<file path="config.mk">
export PLATFORM = sky130hd
export DESIGN_NAME = wb_queue
export DESIGN_NICKNAME = d
export VERILOG_FILES = /design/src/rtl/pico_pkg.sv /design/src/rtl/wbq_fwd_match.sv /design/src/rtl/wb_queue.sv
export SDC_FILE = /design/constraint.sdc
export NUM_CORES = 1
export LEC_CHECK = 0
export ABC_AREA = 1
export CORE_ASPECT_RATIO = 1.1
export CORE_MARGIN = 8
export CORE_UTILIZATION = 37
export DETAILED_ROUTE_END_ITERATION = 10
export PLACE_DENSITY = 0.56
export SLEW_MARGIN = 0
export SYNTH_ARGS = -nofsm -noshare
export SYNTH_HDL_FRONTEND = slang
export SYNTH_SLANG_ARGS = --single-unit
</file>
<file path="constraint.sdc">
create_clock -name clk -period 3.37 [get_ports clk]
set_input_delay 0.8425 -clock clk [delete_from_list [all_inputs] [get_ports clk]]
set_output_delay 0.8425 -clock clk [all_outputs]
set_load 0.005 [all_outputs]
</file>
<file path="src/rtl/pico_pkg.sv">
// -----------------------------------------------------------------------------
// pico_pkg -- shared constants and types for the pico write-back path.
//   PICO_M      default number of architectural registers (r0 is virtual)
//   PICO_N      default register data width
//   PICO_AW     register-address width derived from PICO_M
//   wbq_entry_t one pending register write {rd, data}
// -----------------------------------------------------------------------------
package pico_pkg;

   localparam int PICO_M  = 32;
   localparam int PICO_N  = 8;
   localparam int PICO_AW = $clog2(PICO_M);

   typedef struct packed {
      logic [PICO_AW-1:0] rd;
      logic [PICO_N-1:0]  data;
   } wbq_entry_t;

endpackage

</file>
<file path="src/rtl/wbq_fwd_match.sv">
// -----------------------------------------------------------------------------
// wbq_fwd_match -- youngest-match search over the write-back queue entries.
//   valid_i  per-slot live flag
//   rd_i     per-slot destination register
//   data_i   per-slot write data
//   head_i   slot index of the oldest entry (queue read pointer)
//   addr_i   queried register address; address 0 never hits
//   hit_o    a live entry targets addr_i
//   data_o   data of the youngest such entry, 0 on a miss
// -----------------------------------------------------------------------------
module wbq_fwd_match #(
   parameter  int AW    = 5,
   parameter  int N     = 8,
   parameter  int DEPTH = 4,
   localparam int PW    = $clog2(DEPTH)
) (
   input  logic [DEPTH-1:0]         valid_i,
   input  logic [DEPTH-1:0][AW-1:0] rd_i,
   input  logic [DEPTH-1:0][N-1:0]  data_i,
   input  logic [PW-1:0]            head_i,
   input  logic [AW-1:0]            addr_i,
   output logic                     hit_o,
   output logic [N-1:0]             data_o
);

   logic [PW-1:0] idx;

   // Walk slots oldest to youngest starting at the head; a later match
   // overwrites an earlier one, so the youngest write wins.
   always_comb begin
      // NOTE: every combinational output gets a default before any branch,
      // otherwise a path that skips the assignment infers a latch.
      hit_o  = 1'b0;
      data_o = '0;
      idx    = '0;
      for (int k = 0; k < DEPTH; k++) begin
         idx = head_i + PW'(k);
         if (addr_i != '0 && valid_i[idx] && rd_i[idx] == addr_i) begin
            hit_o  = 1'b1;
            data_o = data_i[idx];
         end
      end
   end

endmodule

</file>
<file path="src/rtl/wb_queue.sv">
// -----------------------------------------------------------------------------
// wb_queue -- FIFO of pending register-file writes with optional forwarding.
//   clk, reset          single clock, synchronous active-high reset
//   in_valid/in_ready   offered write handshake; in_rd, in_data carry it
//   rf_stall            register-file write port busy this cycle
//   rf_w_enable/rf_rd/rf_wdata   head entry presented to the register file
//   lookup_addr         forwarding query; lookup_hit/lookup_data answer it
//   count, full, empty  occupancy
// Build option: define WB_QUEUE_FWD_EN to compile in the forwarding lookup;
// otherwise lookup_hit/lookup_data are tied to 0.
// -----------------------------------------------------------------------------
module wb_queue
   import pico_pkg::*;
#(
   parameter  int M     = PICO_M,
   parameter  int N     = PICO_N,
   parameter  int DEPTH = 4,
   localparam int AW    = $clog2(M),
   localparam int CW    = $clog2(DEPTH) + 1
) (
   input  logic          clk,
   input  logic          reset,
   input  logic          in_valid,
   output logic          in_ready,
   input  logic [AW-1:0] in_rd,
   input  logic [N-1:0]  in_data,
   input  logic          rf_stall,
   output logic          rf_w_enable,
   output logic [AW-1:0] rf_rd,
   output logic [N-1:0]  rf_wdata,
   input  logic [AW-1:0] lookup_addr,
   output logic          lookup_hit,
   output logic [N-1:0]  lookup_data,
   output logic [CW-1:0] count,
   output logic          full,
   output logic          empty
);

   localparam int PW = $clog2(DEPTH);

   typedef struct packed {
      logic [AW-1:0] rd;
      logic [N-1:0]  data;
   } entry_t;

   entry_t           mem_q [DEPTH];
   logic [DEPTH-1:0] valid_q, valid_d;
   logic [PW-1:0]    wr_ptr_q, wr_ptr_d;
   logic [PW-1:0]    rd_ptr_q, rd_ptr_d;
   logic [CW-1:0]    count_q, count_d;
   logic             push, push_keep, pop;

   assign count = count_q;
   assign full  = (count_q == CW'(DEPTH));
   assign empty = (count_q == '0);

   // Reset blocks the pop so no register-file write escapes in the reset cycle.
   assign pop      = !empty && !rf_stall && !reset;
   assign in_ready = !full || pop;
   assign push     = in_valid && in_ready;
   // Writes to r0 are handshaken but never stored.
   assign push_keep = push && (in_rd != '0);

   assign rf_w_enable = pop;
   assign rf_rd       = empty ? '0 : mem_q[rd_ptr_q].rd;
   assign rf_wdata    = empty ? '0 : mem_q[rd_ptr_q].data;

   // Pop clears before push sets, so a same-slot push at full stays valid.
   always_comb begin
      valid_d  = valid_q;
      wr_ptr_d = wr_ptr_q;
      rd_ptr_d = rd_ptr_q;
      count_d  = count_q + CW'(push_keep) - CW'(pop);
      if (pop) begin
         valid_d[rd_ptr_q] = 1'b0;
         rd_ptr_d          = rd_ptr_q + PW'(1);
      end
      if (push_keep) begin
         valid_d[wr_ptr_q] = 1'b1;
         wr_ptr_d          = wr_ptr_q + PW'(1);
      end
   end

   // NOTE: state registers use non-blocking '<=' so every flop samples the
   // pre-edge values; blocking '=' stays in the combinational block above.
   always_ff @(posedge clk) begin
      if (reset) begin
         valid_q  <= '0;
         wr_ptr_q <= '0;
         rd_ptr_q <= '0;
         count_q  <= '0;
      end else begin
         valid_q  <= valid_d;
         wr_ptr_q <= wr_ptr_d;
         rd_ptr_q <= rd_ptr_d;
         count_q  <= count_d;
      end
   end

   // NOTE: the entry storage is deliberately not reset; valid_q and the
   // pointers decide what is live, and stale contents are never observed.
   always_ff @(posedge clk) begin
      if (push_keep) begin
         mem_q[wr_ptr_q] <= '{rd: in_rd, data: in_data};
      end
   end

`ifdef WB_QUEUE_FWD_EN
   logic [DEPTH-1:0][AW-1:0] ent_rd;
   logic [DEPTH-1:0][N-1:0]  ent_data;

   for (genvar i = 0; i < DEPTH; i++) begin : g_flat
      assign ent_rd[i]   = mem_q[i].rd;
      assign ent_data[i] = mem_q[i].data;
   end

   wbq_fwd_match #(
      .AW    (AW),
      .N     (N),
      .DEPTH (DEPTH)
   ) u_fwd (
      .valid_i (valid_q),
      .rd_i    (ent_rd),
      .data_i  (ent_data),
      .head_i  (rd_ptr_q),
      .addr_i  (lookup_addr),
      .hit_o   (lookup_hit),
      .data_o  (lookup_data)
   );
`else
   logic unused_fwd;
   assign unused_fwd  = ^{lookup_addr, valid_q};
   assign lookup_hit  = 1'b0;
   assign lookup_data = '0;
`endif

endmodule

</file>
# After elaboration in Yosys (flattened, before gate mapping)
# Memory sizes are Yosys's and may differ from the RTL's. A register that Yosys moved wholly into a read port is not among the register bits.
# Cells that the tools add are included.
[word_totals]
ff_bits = 7
latch_bits = 0
ram_bits = 52
rom_bits = 0
input_bits = 22
out_inout_bits = 29
word_cells = 26
memories = 1
[mem_list]
columns = ["memory", "depth", "word_bits", "read_ports", "rd_ports_with_merged_regs", "wr", "line_no", "rtl"]
rows = [
  ["mem_q", 4, 13, 1, 1, 1, "wb_queue.sv:46", "entry_t mem_q [DEPTH];"],
]
[op_classes]
addsub = 4
multipliers = 0
div_mod_pow = 0
magnitude_cmp = 0
eq_ne = 1
n_shift = 0
n_mux = 6
bitwise = 0
n_reduce_logical = 11
[op_table]
columns = ["operator", "n"]
rows = [
  ["two-way mux 8 bit", 1],
  ["two-way mux 5 bit", 1],
  ["nonzero test 5 bit", 1],
  ["adder 2 x 1 -> 2 bit (second input constant)", 2],
  ["logical AND 1 bit", 4],
  ["logical NOT 1 bit", 4],
  ["two-way mux 2 bit", 2],
  ["adder 3 x 1 -> 3 bit", 1],
  ["equality test 3 bit (second input constant)", 1],
  ["logical NOT 3 bit", 1],
  ["subtractor 3 x 1 -> 3 bit", 1],
  ["two-way mux 1 bit", 2],
  ["logical OR 1 bit", 1],
]

# Longest topological paths before layout
# Gate-level depths: netlist of run 1.
[logic_depth]
ltp_word = 9
mapped_depth = 10
depth_no_buf = 10

# Least setup slack after synthesis of run 1
# Ideal clock, no wire load.
[synth_path]
path_kind = "in2reg"
startpoint = "input reset"
endpoint = "register count_q[2] (netlist: count[2])"
setup_time_ns = 0.078
t_arrival_ns = 2.281
required_time_ns = 3.292
slack_ns = 1.011
path_stages = 10
n_path_buf = 0
path_cell_list = "inv_2 > nand2_2 > nand3_4 > nand3_4 > ha_1 > inv_1 > ha_1 > fa_1 > and3_1 > nor3_1"
[synth_via]
elab_chain_len = 7
[synth_rtl]
columns = ["item", "line_no", "rtl"]
rows = [
  ["from (decl)", "wb_queue.sv:22", "input logic reset,"],
  ["logical NOT 1 bit", "wb_queue.sv:58", "assign pop = !empty && !rf_stall && !reset;"],
  ["logical AND 1 bit", "wb_queue.sv:58", ""],
  ["logical OR 1 bit", "wb_queue.sv:59", "assign in_ready = !full || pop;"],
  ["via in_ready", "wb_queue.sv:24", "output logic in_ready,"],
  ["logical AND 1 bit", "wb_queue.sv:60", "assign push = in_valid && in_ready;"],
  ["logical AND 1 bit", "wb_queue.sv:62", "assign push_keep = push && (in_rd != '0);"],
  ["adder 3 x 1 -> 3 bit", "wb_queue.sv:73", "count_d = count_q + CW'(push_keep) - CW'(pop);"],
  ["subtractor 3 x 1 -> 3 bit", "wb_queue.sv:73", ""],
  ["to (signal assigned)", "wb_queue.sv:96", "count_q <= count_d;"],
  ["to (decl)", "wb_queue.sv:50", "logic [CW-1:0] count_q, count_d;"],
]
# The timed path passes the listed nets, and every way through them passes these cells.
# A chain may end at the register's enable or synchronous reset.

==> results of run 1 <==
==> tightest hold or removal path, cell delays in order, from the launching register on <==
cell	delay [ps]
dfxtp_1	320
nand2_1	60
a21oi_1	70
==> area by class of cell <==
type                       instances  area, um^2  share of cell area, %
clock inverter                     6        77.6                   2.35
timing repair buffer              46         435                   13.2
multi-input combinational        144         723                   21.9
inverter                          23        86.3                   2.62
sequential                        61        1740                   52.8
clock buffer                      10         128                   3.87
tap                               85         106                   3.22
==> power by group through the flow <==
stage | sequential [mW] | clock (mW) | combinational [mW]
after floorplan | 0.957 | 0 | 0.388
after global placement | 0.971 | 0 | 0.716
after detailed placement | 0.972 | 0 | 0.717
after CTS | 0.958 | 0.694 | 0.722
after global routing | 0.966 | 0.724 | 0.792
final | 0.956 | 0.673 | 0.699
==> layout by cell type (no fill, tap or decap), drive strengths merged <==
master	n
nand3	4
nand2	10
ha	6
clkbuf	10
conb	9
nor3	1
edfxtp	52
a21oi	15
nor2	67
xor2	1
fa	1
nand4	2
and3	1
clkinv	4
bufinv	2
inv	23
o21ai	27
dfxtp	9
buf	10
clkdlybuf4s50	36
==> sequential cells by signal, summed over array words and instances (netlist names), named ones only <==
signal    flops
mem_q        52
wr_ptr_q      2
count         3
rd_ptr_q      2
==> kinds of logic after synthesis <==
group	Yosys count	share of synthesized area [%]
xor+xnor	1	0.328
other cells	1	0.141
compound gates	42	7.88
fa+ha+maj	7	3.56
simple gates	85	14.1
flops	61	65.3
buf+inv	40	8.77
==> through the flow <==
stage | total power [mW] | cell area (um^2) | cells | worst slack [ps] | hold slack [ps]
final | 2.33 | 3300 | 375 | 295 | 508
after global routing | 2.48 | 3300 | 375 | 50.4 | 541
after detailed placement | 1.69 | 3090 | 359 | 285 | 497
after floorplan | 1.35 | 2700 | 245 | 1010 | 463
after global placement | 1.69 | 3090 | 359 | 293 | 489
after CTS | 2.37 | 3300 | 375 | 216 | 506
==> routing by layer <==
layer / GRT usage [%] / part of all wire [%] / vias up
met4: 5.50 / 1.1 / 0
met2: 18.2 / 49 / 42
met1: 12.1 / 43 / 798
li1: - / - / 872
met5: 0 / 0 / -
met3: 5.01 / 6.5 / 6
==> path summary, 6_finish.rpt <==
path / from / endpoint / slack, ps / cells after the start
setup reg to reg: count[1] / count[2] / 1400 / 10
setup / recovery: register / rf_wdata[5] / 300 / 6
hold / removal: rd_ptr_q[1] / rd_ptr_q[1] / 510 / 2
hold reg to reg: rd_ptr_q[1] / rd_ptr_q[1] / 510 / 2
==> metrics.cfg, run 1 <==
[synthesis]
avgSynthCellArea_um2 = 11.3
synth_top_cell_area_share_pct = 58.5
ys_top_cells_by_area = edfxtp_1, nor2_1, dfxtp_1
synth_edf_count = 52
yosys.cell_types.count = 24
synth-main-ff-cell = edfxtp_1
yosys-top-cells-count = nor2_1, edfxtp_1, inv_1, o21ai_1, a21oi_1
yosys.area.top_type = edfxtp_1
ys_warn_count = 0
synthArstFlopShare_pct = 0
synth.most_common_cell = nor2_1
synthesis.area_um2 = 2670
yosysSeqAreaShare_pct = 65.3
syn-instance-count = 237
ys_seq_elements = 61

[job]
cap_violations = 0

[timing]
hold_viol = 0
finalCriticalPeriod_ps = 3070
final.setup.tns_ps = 0
min_period_over_period_pct = 91.2
finalClockSkew_ps = 6.84
setup_violations = 0
drv_slew = 0
max_slew_margin_pct = 63.7
worst_slew_pin_slew_ps = 544
fmax_ghz = 0.325
grt_setup_unrepaired = no

[hold_path]
holdCritPathClass = register to register

[detailed_routing]
remaining_drc_errors = 0
vias = 1718
avgViaCountPerCell = 4.58
wl_mm = 5.34
wl_per_cell_um = 14.2
drtIter0Drc = 104
detail-route-antenna-nets = 0
first_pass_iters = 4

[clock_tree]
clock_tree.buffer_depth = 2
clkTransAtPathRegs_ps = 60
clockRootBuffer = clkbuf_8
postCtsSetupRepairBufs = 0
clkSinkCount = 61
cts_buffers = 9
ctsHoldBuffers = 0
cts_resized = 0
htreeDepth = 3
cts_tree = built
clkLatencyLatePin_ps = 330

[setup_path]
cp.required_ps = 2530
end_kind = output port
path_common_cell = nor2_1
worst-path-buf-inv = 2
cp_cell_sequence = buf_4 > nor2_1 > nor2_1 > o21ai_1 > a21oi_1 > clkdlybuf4s50_1
cp_slowest_cell = dfxtp_1
critPathKind = register to output port
crit_family = buffers and inverters
slowest_delay_ps = 660
critPathLaunchType = register
cp_max_fo = 15
arrival_ps = 2230

[pwr]
clockPowerShare_pct = 28.9
cellInternalPower_mw = 1.66
seqPwrFrac_pct = 41.1
vdd_drop_max_uv = 368
cellLeakagePower_nw = 1.25
switching_share_pct = 28.6
power_frac_comb_pct = 30.0
p_per_area_nw_per_um2 = 706
power_switching_mw = 0.667

[grt]
grt_util_all_layers_pct = 11.2
grt_pass1_vias = 1795
grt_max_degree = 27
grt_pass1_wl_mm = 8.77
antenna_found_initial = 0
grt-ovfl-total = 0

[floorplan]
rows = 32
core_um2 = 7010
die_w_um = 97.0
start_util_pct = 38.1
ios = 51
die-area_um2 = 10200
die_height_um = 105

[outcome]
run_status = finished, final reports clean

[placement]
dpl.hpwl_mm = 3.50
port_buffers = 36
place_congestion = 0.735

[cells_and_area]
nets = 314
antenna_cells = 0
syn_to_final_growth_pct = 23.6
drive_above_1_share_pct = 11.7
fillers = 660
utilization_pct = 47.1

Power figures use the tool's default switching activity.
==> run 2: changes to the inputs <==
SETUP_SLACK_MARGIN = 0.15   (was default)
==> run 2 against run 1 <==
  * Worst hold slack is the same
  * Largest power group unchanged
  * Final cell count is the same
  * Power is essentially flat
==> metrics.cfg, run 2 (synthesized netlist as in run 1, its figures left out) <==
[timing]
setup_violations = 0
final.setup.tns_ps = 0
grt_setup_unrepaired = no
drv_slew = 0
finalCriticalPeriod_ps = 3060
min_period_over_period_pct = 90.8
fmax_ghz = 0.327
finalClockSkew_ps = 6.84
hold_ws_ps = 508
hold_viol = 0

[floorplan]
die_height_um = 105
die_w_um = 97.0
die-area_um2 = 10200
rows = 32
ios = 51
core_um2 = 7010
start_util_pct = 38.1

[clock_tree]
htreeDepth = 3
cts_buffers = 9
cts_tree = built
clkSinkCount = 61
clkTransAtPathRegs_ps = 60
clock_tree.buffer_depth = 2
clkLatencyLatePin_ps = 330
clockRootBuffer = clkbuf_8
ctsHoldBuffers = 0

[detailed_routing]
detail-route-antenna-nets = 0
first_pass_iters = 4
avgViaCountPerCell = 4.58
wl_met2_mm = 2.62
drtIter0Drc = 104
wl_mm = 5.34
vias = 1718
routed.top_layer = met4
route.met3.wl_um = 347
wl_met1_mm = 2.31
wl_per_cell_um = 14.2
remaining_drc_errors = 0

[grt]
grt_max_degree = 27
grt_pass1_vias = 1795
antenna_found_initial = 0
grt_pass1_wl_mm = 8.77
grt_util_all_layers_pct = 11.2
grt-ovfl-total = 0

[setup_path]
cp_max_fo = 5
end_kind = output port
critPathKind = input pin to output port
cp.required_ps = 2530
critPathLaunchType = input pin
r2r_setup_slack_ps = 1400
r2r-start = count[1]
rr_worst_depth = 10
arrival_ps = 2220
rr_endpoint = count[2]

[hold_path]
hold_start = rd_ptr_q[1]
holdCritPathClass = register to register
min_to = rd_ptr_q[1]
min_path_cells = 2

[cells_and_area]
antenna_cells = 0
regArea_um2 = 1740
multiInputGateArea_um2 = 723
syn_to_final_growth_pct = 23.6
drive_above_1_share_pct = 12.1
largest-register = mem_q
nets = 314
largest_register_ffs = 52
mostFrequentLayoutCells = nor2_1, edfxtp_1, clkdlybuf4s50_1
fillers = 659
mostFrequentLayoutCell = nor2_1

[placement]
port_buffers = 36
place_congestion = 0.735
dpl.hpwl_mm = 3.50

[outcome]
run_status = finished, final reports clean

[pwr]
p_per_area_nw_per_um2 = 706
power_mw = 2.33
vdd_drop_max_uv = 368
cellLeakagePower_nw = 1.25

[job]
cap_violations = 0

==> run 2: cell counts in the layout (fill, tap and decap cells not counted) <==
Identical to the previous run, type by type.
==> run 2: final cells by class <==
class / count / area share [%]
repair buffers: 46 / 13.2
clock inverters: 6 / 2.35
inverters: 23 / 2.62
multi-input cells: 144 / 21.9
well taps: 85 / 3.22
flip-flops and latches: 61 / 52.8
clock buffers: 10 / 3.87
==> run 2: repair_timing <==
action	4_1_cts	5_1_grt
setup buffers	0	0
endpoints found under the setup margin	0	7
gates resized for setup	0	1
hold endpoints to repair	0	0
==> run 2: power breakdown <==
part           switching, mW  internal, mW  leakage, nW
combinational          0.350         0.349        0.590
sequential            0.0522         0.904        0.551
clock                  0.265         0.409        0.105
total                  0.667          1.66         1.25
==> run 2: critical path, stage by stage <==
cell and delay [ps]:
clkdlybuf4s50_1 520, inv_2 150, nand3_2 110, inv_2 90
clkdlybuf4s50_1 500
==> run 2: worst max-delay path by stage <==
stage,start,endpoint,slack [ps],cells past startpoint
after global placement,reset,rf_w_enable,290,5
final,reset,rf_w_enable,310,5
after detailed placement,in_rd[2],count[2],290,10
after CTS,register,rf_rd[1],220,6
after global routing,reset,rf_w_enable,210,5
after floorplan,reset,count[2],1010,10
==> run 2: metal layers <==
layer / global-route usage (%) / up-vias
met5: 0 / -
met4: 5.50 / 0
met3: 5.01 / 6
met2: 18.2 / 42
met1: 12.1 / 798
li1: - / 872
==> run 2: through the flow <==
step,std cells,worst slack [ps],cell area (um^2),utilization (%)
final,375,310,3300,47.1
after global routing,375,212,3300,47.1
after CTS,375,216,3300,47.1
after detailed placement,359,285,3090,44.1
after global placement,359,293,3090,44.1
after floorplan,245,1010,2700,-
